**src/rtl/pc_sequencer_if.sv**
```systemverilog
// Bundles the control, jump-table programming and status signals of the PC sequencer.
// The master modport drives the controls; the slave modport (the sequencer) drives the status outputs.
interface pc_sequencer_if #(
   parameter int D       = 12,
   parameter int ENTRIES = 16,
   parameter int OW      = 8
);
   logic                       start;
   logic                       stall;
   logic                       jump;
   logic                       call;
   logic                       ret;
   logic                       halt;
   logic                       lut_we;
   logic [$clog2(ENTRIES)-1:0] lut_idx;
   logic [D-1:0]               lut_tag;
   logic [OW-1:0]              lut_off;
   logic [D-1:0]               pc;
   logic                       running;
   logic                       done;
   logic                       miss;
   logic                       ras_err;

   modport master (
      output start, stall, jump, call, ret, halt,
      output lut_we, lut_idx, lut_tag, lut_off,
      input  pc, running, done, miss, ras_err
   );

   modport slave (
      input  start, stall, jump, call, ret, halt,
      input  lut_we, lut_idx, lut_tag, lut_off,
      output pc, running, done, miss, ras_err
   );
endinterface

```
**src/rtl/pc_sequencer.sv**
```systemverilog
// Registered program-counter sequencer: sequential stepping, table-driven jumps/calls,
// return-address stack, stall and start/halt control with miss and stack-error flags.
module pc_sequencer #(
   parameter int D         = 12,
   parameter int ENTRIES   = 16,
   parameter int OW        = 8,
   parameter int RAS_DEPTH = 4
) (
   input logic           clk,
   input logic           reset_n,
   pc_sequencer_if.slave bus
);
   localparam int AW = (RAS_DEPTH > 1) ? $clog2(RAS_DEPTH) : 1;
   localparam int SW = $clog2(RAS_DEPTH + 1);

   localparam logic [1:0] IDLE   = 2'd0;
   localparam logic [1:0] RUN    = 2'd1;
   localparam logic [1:0] HALTED = 2'd2;

   logic [1:0]         state, state_next;
   logic [D-1:0]       pc, pc_next, pc_inc, off_ext;
   logic [SW-1:0]      sp, sp_next;
   logic               ras_err, ras_err_next;
   logic               miss, miss_next;
   logic               running, done;
   logic               push;
   logic               hit;
   logic [OW-1:0]      hit_off;
   logic [ENTRIES-1:0] valid;
   logic [D-1:0]       tag_mem [ENTRIES];
   logic [OW-1:0]      off_mem [ENTRIES];
   logic [D-1:0]       ras     [2**AW];

   // Scanning downwards lets the lowest matching index overwrite any higher one.
   always_comb begin
      hit     = 1'b0;
      hit_off = '0;
      for (int i = ENTRIES - 1; i >= 0; i--) begin
         if (valid[i] && (tag_mem[i] == pc)) begin
            hit     = 1'b1;
            hit_off = off_mem[i];
         end
      end
   end

   always_comb begin
      state_next   = state;
      pc_next      = pc;
      sp_next      = sp;
      ras_err_next = ras_err;
      miss_next    = 1'b0;
      push         = 1'b0;
      pc_inc       = pc + D'(1);
      off_ext      = D'($signed(hit_off));
      if (!bus.stall) begin
         if (bus.start) begin
            state_next   = RUN;
            pc_next      = '0;
            sp_next      = '0;
            ras_err_next = 1'b0;
         end else if (state == RUN) begin
            if (bus.halt) begin
               state_next = HALTED;
            end else if (bus.ret) begin
               if (sp != '0) begin
                  pc_next = ras[AW'(sp - SW'(1))];
                  sp_next = sp - SW'(1);
               end else begin
                  pc_next      = pc_inc;
                  ras_err_next = 1'b1;
               end
            end else if (bus.jump || bus.call) begin
               if (hit) begin
                  pc_next = pc + off_ext;
               end else begin
                  pc_next   = pc_inc;
                  miss_next = 1'b1;
               end
               if (bus.call) begin
                  if (sp != SW'(RAS_DEPTH)) begin
                     push    = 1'b1;
                     sp_next = sp + SW'(1);
                  end else begin
                     ras_err_next = 1'b1;
                  end
               end
            end else begin
               pc_next = pc_inc;
            end
         end
      end
   end

   always_ff @(posedge clk or negedge reset_n) begin
      if (!reset_n) begin
         state   <= IDLE;
         pc      <= '0;
         sp      <= '0;
         ras_err <= 1'b0;
         miss    <= 1'b0;
         running <= 1'b0;
         done    <= 1'b0;
      end else begin
         state   <= state_next;
         pc      <= pc_next;
         sp      <= sp_next;
         ras_err <= ras_err_next;
         miss    <= miss_next;
         running <= (state_next == RUN);
         done    <= (state_next == HALTED);
      end
   end

   // Stack storage needs no reset: entries above sp are never read.
   always_ff @(posedge clk) begin
      if (push) begin
         ras[AW'(sp)] <= pc_inc;
      end
   end

   always_ff @(posedge clk or negedge reset_n) begin
      if (!reset_n) begin
         valid <= '0;
         for (int i = 0; i < ENTRIES; i++) begin
            tag_mem[i] <= '0;
            off_mem[i] <= '0;
         end
      end else if (bus.lut_we) begin
         valid[bus.lut_idx]   <= 1'b1;
         tag_mem[bus.lut_idx] <= bus.lut_tag;
         off_mem[bus.lut_idx] <= bus.lut_off;
      end
   end

   assign bus.pc      = pc;
   assign bus.running = running;
   assign bus.done    = done;
   assign bus.miss    = miss;
   assign bus.ras_err = ras_err;
endmodule

```
**src/flat_wrapper.sv**
```systemverilog
// flat-port wrapper written by rule: the top's interface ports become plain ports
module pc_sequencer_flat 
#(
   parameter int D         = 12,
   parameter int ENTRIES   = 16,
   parameter int OW        = 8,
   parameter int RAS_DEPTH = 4
)
  (clk, reset_n, bus_start, bus_stall, bus_jump, bus_call, bus_ret, bus_halt, bus_lut_we, bus_lut_idx, bus_lut_tag, bus_lut_off, bus_pc, bus_running, bus_done, bus_miss, bus_ras_err);
  pc_sequencer_if #(.D(D), .ENTRIES(ENTRIES), .OW(OW)) bus_i ();
  input logic clk;
  input logic reset_n;
  input wire logic [$bits(bus_i.start)-1:0] bus_start;
  input wire logic [$bits(bus_i.stall)-1:0] bus_stall;
  input wire logic [$bits(bus_i.jump)-1:0] bus_jump;
  input wire logic [$bits(bus_i.call)-1:0] bus_call;
  input wire logic [$bits(bus_i.ret)-1:0] bus_ret;
  input wire logic [$bits(bus_i.halt)-1:0] bus_halt;
  input wire logic [$bits(bus_i.lut_we)-1:0] bus_lut_we;
  input wire logic [$bits(bus_i.lut_idx)-1:0] bus_lut_idx;
  input wire logic [$bits(bus_i.lut_tag)-1:0] bus_lut_tag;
  input wire logic [$bits(bus_i.lut_off)-1:0] bus_lut_off;
  output wire logic [$bits(bus_i.pc)-1:0] bus_pc;
  output wire logic [$bits(bus_i.running)-1:0] bus_running;
  output wire logic [$bits(bus_i.done)-1:0] bus_done;
  output wire logic [$bits(bus_i.miss)-1:0] bus_miss;
  output wire logic [$bits(bus_i.ras_err)-1:0] bus_ras_err;
  assign bus_i.start = bus_start;
  assign bus_i.stall = bus_stall;
  assign bus_i.jump = bus_jump;
  assign bus_i.call = bus_call;
  assign bus_i.ret = bus_ret;
  assign bus_i.halt = bus_halt;
  assign bus_i.lut_we = bus_lut_we;
  assign bus_i.lut_idx = bus_lut_idx;
  assign bus_i.lut_tag = bus_lut_tag;
  assign bus_i.lut_off = bus_lut_off;
  assign bus_pc = bus_i.pc;
  assign bus_running = bus_i.running;
  assign bus_done = bus_i.done;
  assign bus_miss = bus_i.miss;
  assign bus_ras_err = bus_i.ras_err;
  pc_sequencer #(.D(D), .ENTRIES(ENTRIES), .OW(OW), .RAS_DEPTH(RAS_DEPTH)) u_core (.clk(clk), .reset_n(reset_n), .bus(bus_i));
endmodule
```
**config.mk**
```make
export PLATFORM = sky130hd
export DESIGN_NAME = pc_sequencer_flat
export DESIGN_NICKNAME = d
export VERILOG_FILES = /design/src/rtl/pc_sequencer_if.sv /design/src/rtl/pc_sequencer.sv /design/src/flat_wrapper.sv
export SDC_FILE = /design/constraint.sdc
export NUM_CORES = 1
export LEC_CHECK = 0
export ABC_AREA = 1
export CAP_MARGIN = 20
export CORE_MARGIN = 1.5
export CORE_UTILIZATION = 40
export CTS_CLUSTER_SIZE = 28
export DETAILED_ROUTE_END_ITERATION = 8
export GPL_TIMING_DRIVEN = 0
export PLACE_DENSITY = 0.56
export SLEW_MARGIN = 10
export SYNTH_ARGS = -nofsm -noshare
export SYNTH_HDL_FRONTEND = slang
export SYNTH_SLANG_ARGS = --single-unit
```
**constraint.sdc**
```tcl
create_clock -name clk -period 5.4 [get_ports clk]
set_input_delay 0.81 -clock clk [delete_from_list [all_inputs] [get_ports clk]]
set_output_delay 0.81 -clock clk [all_outputs]
set_load 0.02 [all_outputs]
```
==> metrics, run 1 <==
run status finished, final reports clean; ranking of synthesized cells by area dfrtp_1, nand2_1, o21ai_0; commonest non-fill, non-tap cell in the layout nand2_1; Slowest-stage cell, CP dfrtp_1; Max-slew headroom 31.0%; Ys Warns 0; final max-slew violation count 0; Syn Std Cell Area 19600 µm²; worst-path maximum fanout 10; CTS tree done; final wirelength 65.8 mm; Setup Viol. Count Final 0; die area 50400 µm²; commonest non-fill, non-tap cells in the layout nand2_1, o21ai_0, dfrtp_1; Req. time, crit path 5890 ps; worst IR drop on VDD about 0.27 mV; global route total overflow 0; biggest area consumer among synthesized cells dfrtp_1; syn_nets 2324; delay-heaviest family, CP compound AO/OA/AOI/OAI gates; Core Area 48700 µm²; synthesized instance count 2272; largest net degree at the start of global routing 98; crit-path max cell delay 430 ps; MaxCap Viol Count 0; Most used DFF post-synth dfrtp_1; CP Launch Type flop; final hold violation count 0; number of global-route vias before repair 16300; clk_skew about 19 ps; clock slew at reported path FFs 60 ps; initial antenna violation count 1; post-synth top area share around 45%; first-pass GRT wire length ~100 mm; Worst Path Arrival 5640 ps; Die Span Y 225 µm; Cell Pwr Density roughly 460 nW/µm²; HP Class input pin to asynchronous set/reset pin; routed vias around 17000; Leakage Power 10.5 nW; CTS Sinks 405; layout cell share with drive strength beyond 1 9.47%; Max Buffers Root-to-Sink 3; sequential element share of the synthesized area 52.8%; PortBufs 47; GR Util All Layers 26.3%; library cells used by synthesis 55; post-DP HPWL 45.7 mm; area grow syn2layout 17.5%; Iter 0 DRT Violations 1715; worst hold slack 131 ps; I/O pins 49; drt via density 5.44; Post-synth EDFFs 48; post-layout min period between 5000 and 6000 ps; critical path type flop to flop; gpl congestion 0.902; fin crit share between 90% and 100%; worst-margin pin slew 1030 ps; die width 225 µm; Util after Layout between 40% and 50%; drc violations 0; CP bufs+invs 7; final net count approximately 2400; CP Capture Type flop; Max Freq just under 200 MHz; worst skew pair latency 580 ps; Num CTS Buffers 46; CTS Hold Bufs 0; DR pass1 iterations 5; Synth async-reset ratio between 80% and 90%; Non-Filler Instances around 3100; diode count 0; synthesized flop and latch total 405; placed cells 2990; Root Buffer clkbuf_16; Initial Util 40.3%; synthesized area per cell 8.65 µm²; CTS H-tree lvls 2; WL/cell roughly 21 µm; Rows 81; Final ANT Viol Nets 0
## power by group
| part | internal, mW | switching [mW] | leakage [nW] |
|---|---|---|---|
| clock network | 1.93 | 1.30 | 0.773 |
| registers | 3.69 | 0.426 | 4.88 |
| logic | 1.18 | 2.02 | 4.88 |
## per-layer routing
metal | part of all wire (%) | vias up | GRT usage [%]
met2 | 46 | 556 | 42.0
met1 | 44 | 8363 | 36.9
met5 | 0 | - | 0
met3 | 7.0 | 109 | 4.13
li1 | - | 7804 | -
met4 | 3.0 | 0 | 8.23
## worst paths after layout
check                                  from                  to  slack [ps]  cells after the start
max                        u_core.bus.pc[9]   u_core.bus.pc[10]         250                     33
min                                 reset_n        u_core.sp[1]         130                      1
max reg2reg                u_core.bus.pc[9]   u_core.bus.pc[10]         250                     33
min reg2reg                 u_core.valid[8]     u_core.valid[8]         450                      2
max in group asynchronous           reset_n  u_core.off_mem[26]        4130                      3
min in group clk            u_core.valid[8]     u_core.valid[8]         450                      2
## registers in the layout, summed over array words and instances (netlist names)
signal              count
u_core.tag_mem        192
u_core.off_mem        128
u_core.ras             48
u_core.valid           16
u_core.bus.pc          12
u_core.sp               3
u_core.state            2
u_core.bus.done         1
u_core.bus.miss         1
u_core.bus.ras_err      1
u_core.bus.running      1
## worst reg2reg max path: cells and delay by family, from the launching register on
family	cells	cell delay (ps)
AO/OA/AOI/OAI	15	1850
flip-flops	1	430
adder cells (fa/ha/maj)	2	600
buffers and inverters	7	1100
AND/OR/NAND/NOR	9	1070
## cells in the mapped netlist, types with 15 or more instances
master	number
o21ai_1	24
a21oi_1	88
inv_2	16
dfrtp_1	357
edfxtp_1	48
xnor2_1	47
clkbuf_1	99
o211ai_1	20
nor2_1	113
xor2_1	51
nand2_1	626
o21ai_0	374
nand3_1	52
inv_1	128
ha_1	18
a221oi_1	15
o22ai_1	17
## kinds of logic (layout without fill, tap and decap cells)
family,count (synthesis),in the layout,share of synthesized area (%)
buffers and inverters,287,443,6.29
adders and majority gates,19,19,1.25
and+or+nand+nor,857,857,17.9
xor gates and xnor gates,98,98,4.37
DFF,405,405,52.8
muxes,8,8,0.408
AOI/OAI and AO/OA,598,598,16.9
## final cells by class
class,count,area [µm²]
clock buffer,70,1400
inverter,148,568
multi-input combinational,1580,8170
buffer,138,813
timing repair buffer,74,762
sequential,405,10400
fill,4750,25700
clock inverter,13,148
tap,664,831
## per-stage QoR
step / power [mW] / setup TNS (ps) / worst slack (ps) / area, µm²
final: 10.5 / 0 / 251 / 23100
after global routing: 11.1 / -19.6 / -19.6 / 23100
after CTS: 10.4 / 0 / 13.5 / 22800
after detailed placement: 7.12 / -894 / -503 / 21100
after global placement: 7.05 / -4421530 / -12430 / 20900
after floorplan: 5.99 / 0 / 1040 / 19600
## what timing repair did
action | in CTS | in global routing
setup buffers | 7 | 13
resized for setup | 33 | 51
setup endpoints to repair | 4 | 3
pin swaps | 6 | 11
Power figures use the tool's default switching activity.
==> run 2: changes to the inputs <==
==> constraint.sdc (replaced) <==
create_clock -name clk -period 5.4 [get_ports clk]
set_input_delay 0.54 -clock clk [delete_from_list [all_inputs] [get_ports clk]]
set_output_delay 0.54 -clock clk [all_outputs]
set_load 0.02 [all_outputs]
==> run 2 against run 1 <==
Against the previous run:
- sequential power about the same
- clock skew decreased by 1.8 ps
- global-route usage about the same
- die area unchanged
- wire length decreased by 0.36%
- via count decreased by 0.42%
- critical path type unchanged
- critical endpoint unchanged
- largest cell class unchanged
==> metrics, run 2 (same netlist as run 1, synthesis figures left out) <==
Non-Filler Instances 3093 (+0.032%); Worst Path Arrival 5640 ps (about the same); Biggest register u_core.tag_mem; fin crit share 95.2% (-0.13 points); Cell Pwr Density 457 nW/µm² (about the same); Internal 6.79 mW (about the same); Max-slew headroom 33.7% (+2.7 points); Initial Util 40.3% (unchanged); sum of negative setup slack 0 ps (unchanged); HP Class input pin to asynchronous set/reset pin; CP Capture Type flop; final worst slack 257 ps (+6.87 ps); number of global-route vias before repair 16300 (+0.037%); CTS H-tree lvls 2 (unchanged); cell area after layout 23100 µm² (about the same); P_sw 3.75 mW (-0.17%); initial antenna violation count 1 (unchanged); commonest non-fill, non-tap cell in the layout nand2_1; post-layout min period 5140 ps (-6.87 ps); Max Freq 194 MHz (+0.13%); diode count 0 (unchanged); Max Buffers Root-to-Sink 3 (unchanged); Core Area 48700 µm² (unchanged); final hold violation count 0 (unchanged); Iter 0 DRT Violations 1702 (-0.76%); die area 50400 µm² (unchanged); critical path type flop to flop; worst-path maximum fanout 10 (unchanged); DR pass1 iterations 5 (unchanged); Placed Area 21100 µm² (unchanged); final max-slew violation count 0 (unchanged); crit-path max cell delay 430 ps (about the same); CP Launch Type flop; global route total overflow 0 (unchanged); Final ANT Viol Nets 0 (unchanged); Filler cells 4749 (-0.021%); worst skew pair latency 580 ps (about the same); drt via density 5.42 (-0.45%); biggest registers after layout u_core.tag_mem x192, u_core.off_mem x128, u_core.ras x48; Die Span Y 225 µm (unchanged); drc violations 0 (unchanged); worst IR drop on VDD 0.273 mV (-0.52%); WL/cell 21.2 µm (-0.39%); worst-margin pin slew 995 ps (-39.8 ps); gpl congestion 0.902 (unchanged); clk_skew 17.2 ps (-1.76 ps); run status finished, final reports clean; MaxCap Viol Count 0 (unchanged); routed vias 16800 (-0.42%); Largest register FFs 192 (unchanged); clock power share 30.6% (about the same); placed cells 2990 (unchanged); largest net degree at the start of global routing 98 (unchanged); die width 225 µm (unchanged); I/O pins 49 (unchanged); clock slew at reported path FFs 60 ps (about the same); Leakage Power 10.5 nW (about the same); CTS Sinks 405 (unchanged); pre-CTS WS -503 ps (unchanged); Sw Ratio 35.5% (-0.041 points); post-DP HPWL 45.7 mm (unchanged); Rows 81 (unchanged); combinational share of power 30.3% (about the same); Slowest-stage cell, CP dfrtp_1; PortBufs 47 (unchanged); final net count 2446 (+0.041%); area grow syn2layout 17.5% (about the same); GR Util All Layers 26.3% (about the same); Seq pwr share 39.0% (about the same); Req. time, crit path 5890 ps (about the same); commonest non-fill, non-tap cells in the layout nand2_1, o21ai_0, dfrtp_1; Final Power 10.5 mW (about the same); Setup Viol. Count Final 0 (unchanged); Root Buffer clkbuf_16; Num CTS Buffers 46 (unchanged); final wirelength 65.5 mm (-0.36%); first-pass GRT wire length 99.8 mm (about the same); CTS tree done; layout cell share with drive strength beyond 1 9.47% (about the same)
run 2: power groups by stage:
| stage | registers, mW | logic (mW) | clock network (mW) |
|---|---|---|---|
| 2_1_floorplan | 4.06 | 1.93 | 0 |
| 3_3_place_gp | 4.14 | 2.91 | 0 |
| 3_5_place_dp | 4.15 | 2.97 | 0 |
| 4_1_cts | 4.10 | 3.03 | 3.28 |
| 5_1_grt | 4.17 | 3.50 | 3.42 |
| 6_report | 4.11 | 3.20 | 3.23 |
run 2: what timing repair did:
action	in CTS	in global routing
pin swaps	6	11
setup buffers	7	13
resized for setup	33	51
hold buffers	1	0
endpoints found under the setup margin	4	3
endpoints found under the hold margin	47	0
run 2: worst max-delay path: cells and delay by family (launching register included):
kind,cells,cell delay [ps]
adders and majority gates,2,600
and+or+nand+nor,9,1070
DFF,1,430
AOI/OAI and AO/OA,15,1830
buffers and inverters,7,1090
run 2: cell type report:
cell class | count | area, µm² | share of cell area [%]
Timing Repair Buffer | 75 | 772 | 3.34
Clock inverter | 13 | 148 | 0.639
Tap cell | 664 | 831 | 3.60
Clock buffer | 70 | 1400 | 6.08
Multi-Input combinational cell | 1580 | 8170 | 35.4
Inverter | 148 | 568 | 2.46
Sequential cell | 405 | 10400 | 45.0
Buffer | 138 | 813 | 3.52
run 2: path summary, 6_finish.rpt:
path / from / endpoint / slack, ps / depth (start not counted)
max reg2reg: u_core.bus.pc[9] / u_core.bus.pc[10] / 260 / 33
min reg2reg: u_core.valid[15] / u_core.valid[15] / 450 / 2
min in group clk: u_core.valid[15] / u_core.valid[15] / 450 / 2
min: reset_n / u_core.sp[1] / 450 / 2
max: u_core.bus.pc[9] / u_core.bus.pc[10] / 260 / 33
max in group asynchronous: reset_n / u_core.off_mem[45] / 3820 / 4
run 2: per-stage QoR:
step,util (%),hold WS (ps)
after detailed placement,43.3,438
after global placement,43.0,434
after floorplan,-,244
final,47.4,452
after CTS,46.7,453
after global routing,47.4,458
run 2: routing by layer:
| layer | share of wire, % | vias to the layer above | GRT usage [%] |
|---|---|---|---|
| met3 | 7.1 | 110 | 4.13 |
| met5 | 0 | - | 0 |
| li1 | - | 7816 | - |
| met4 | 3.0 | 0 | 8.23 |
| met1 | 44 | 8261 | 36.9 |
| met2 | 46 | 575 | 42.0 |
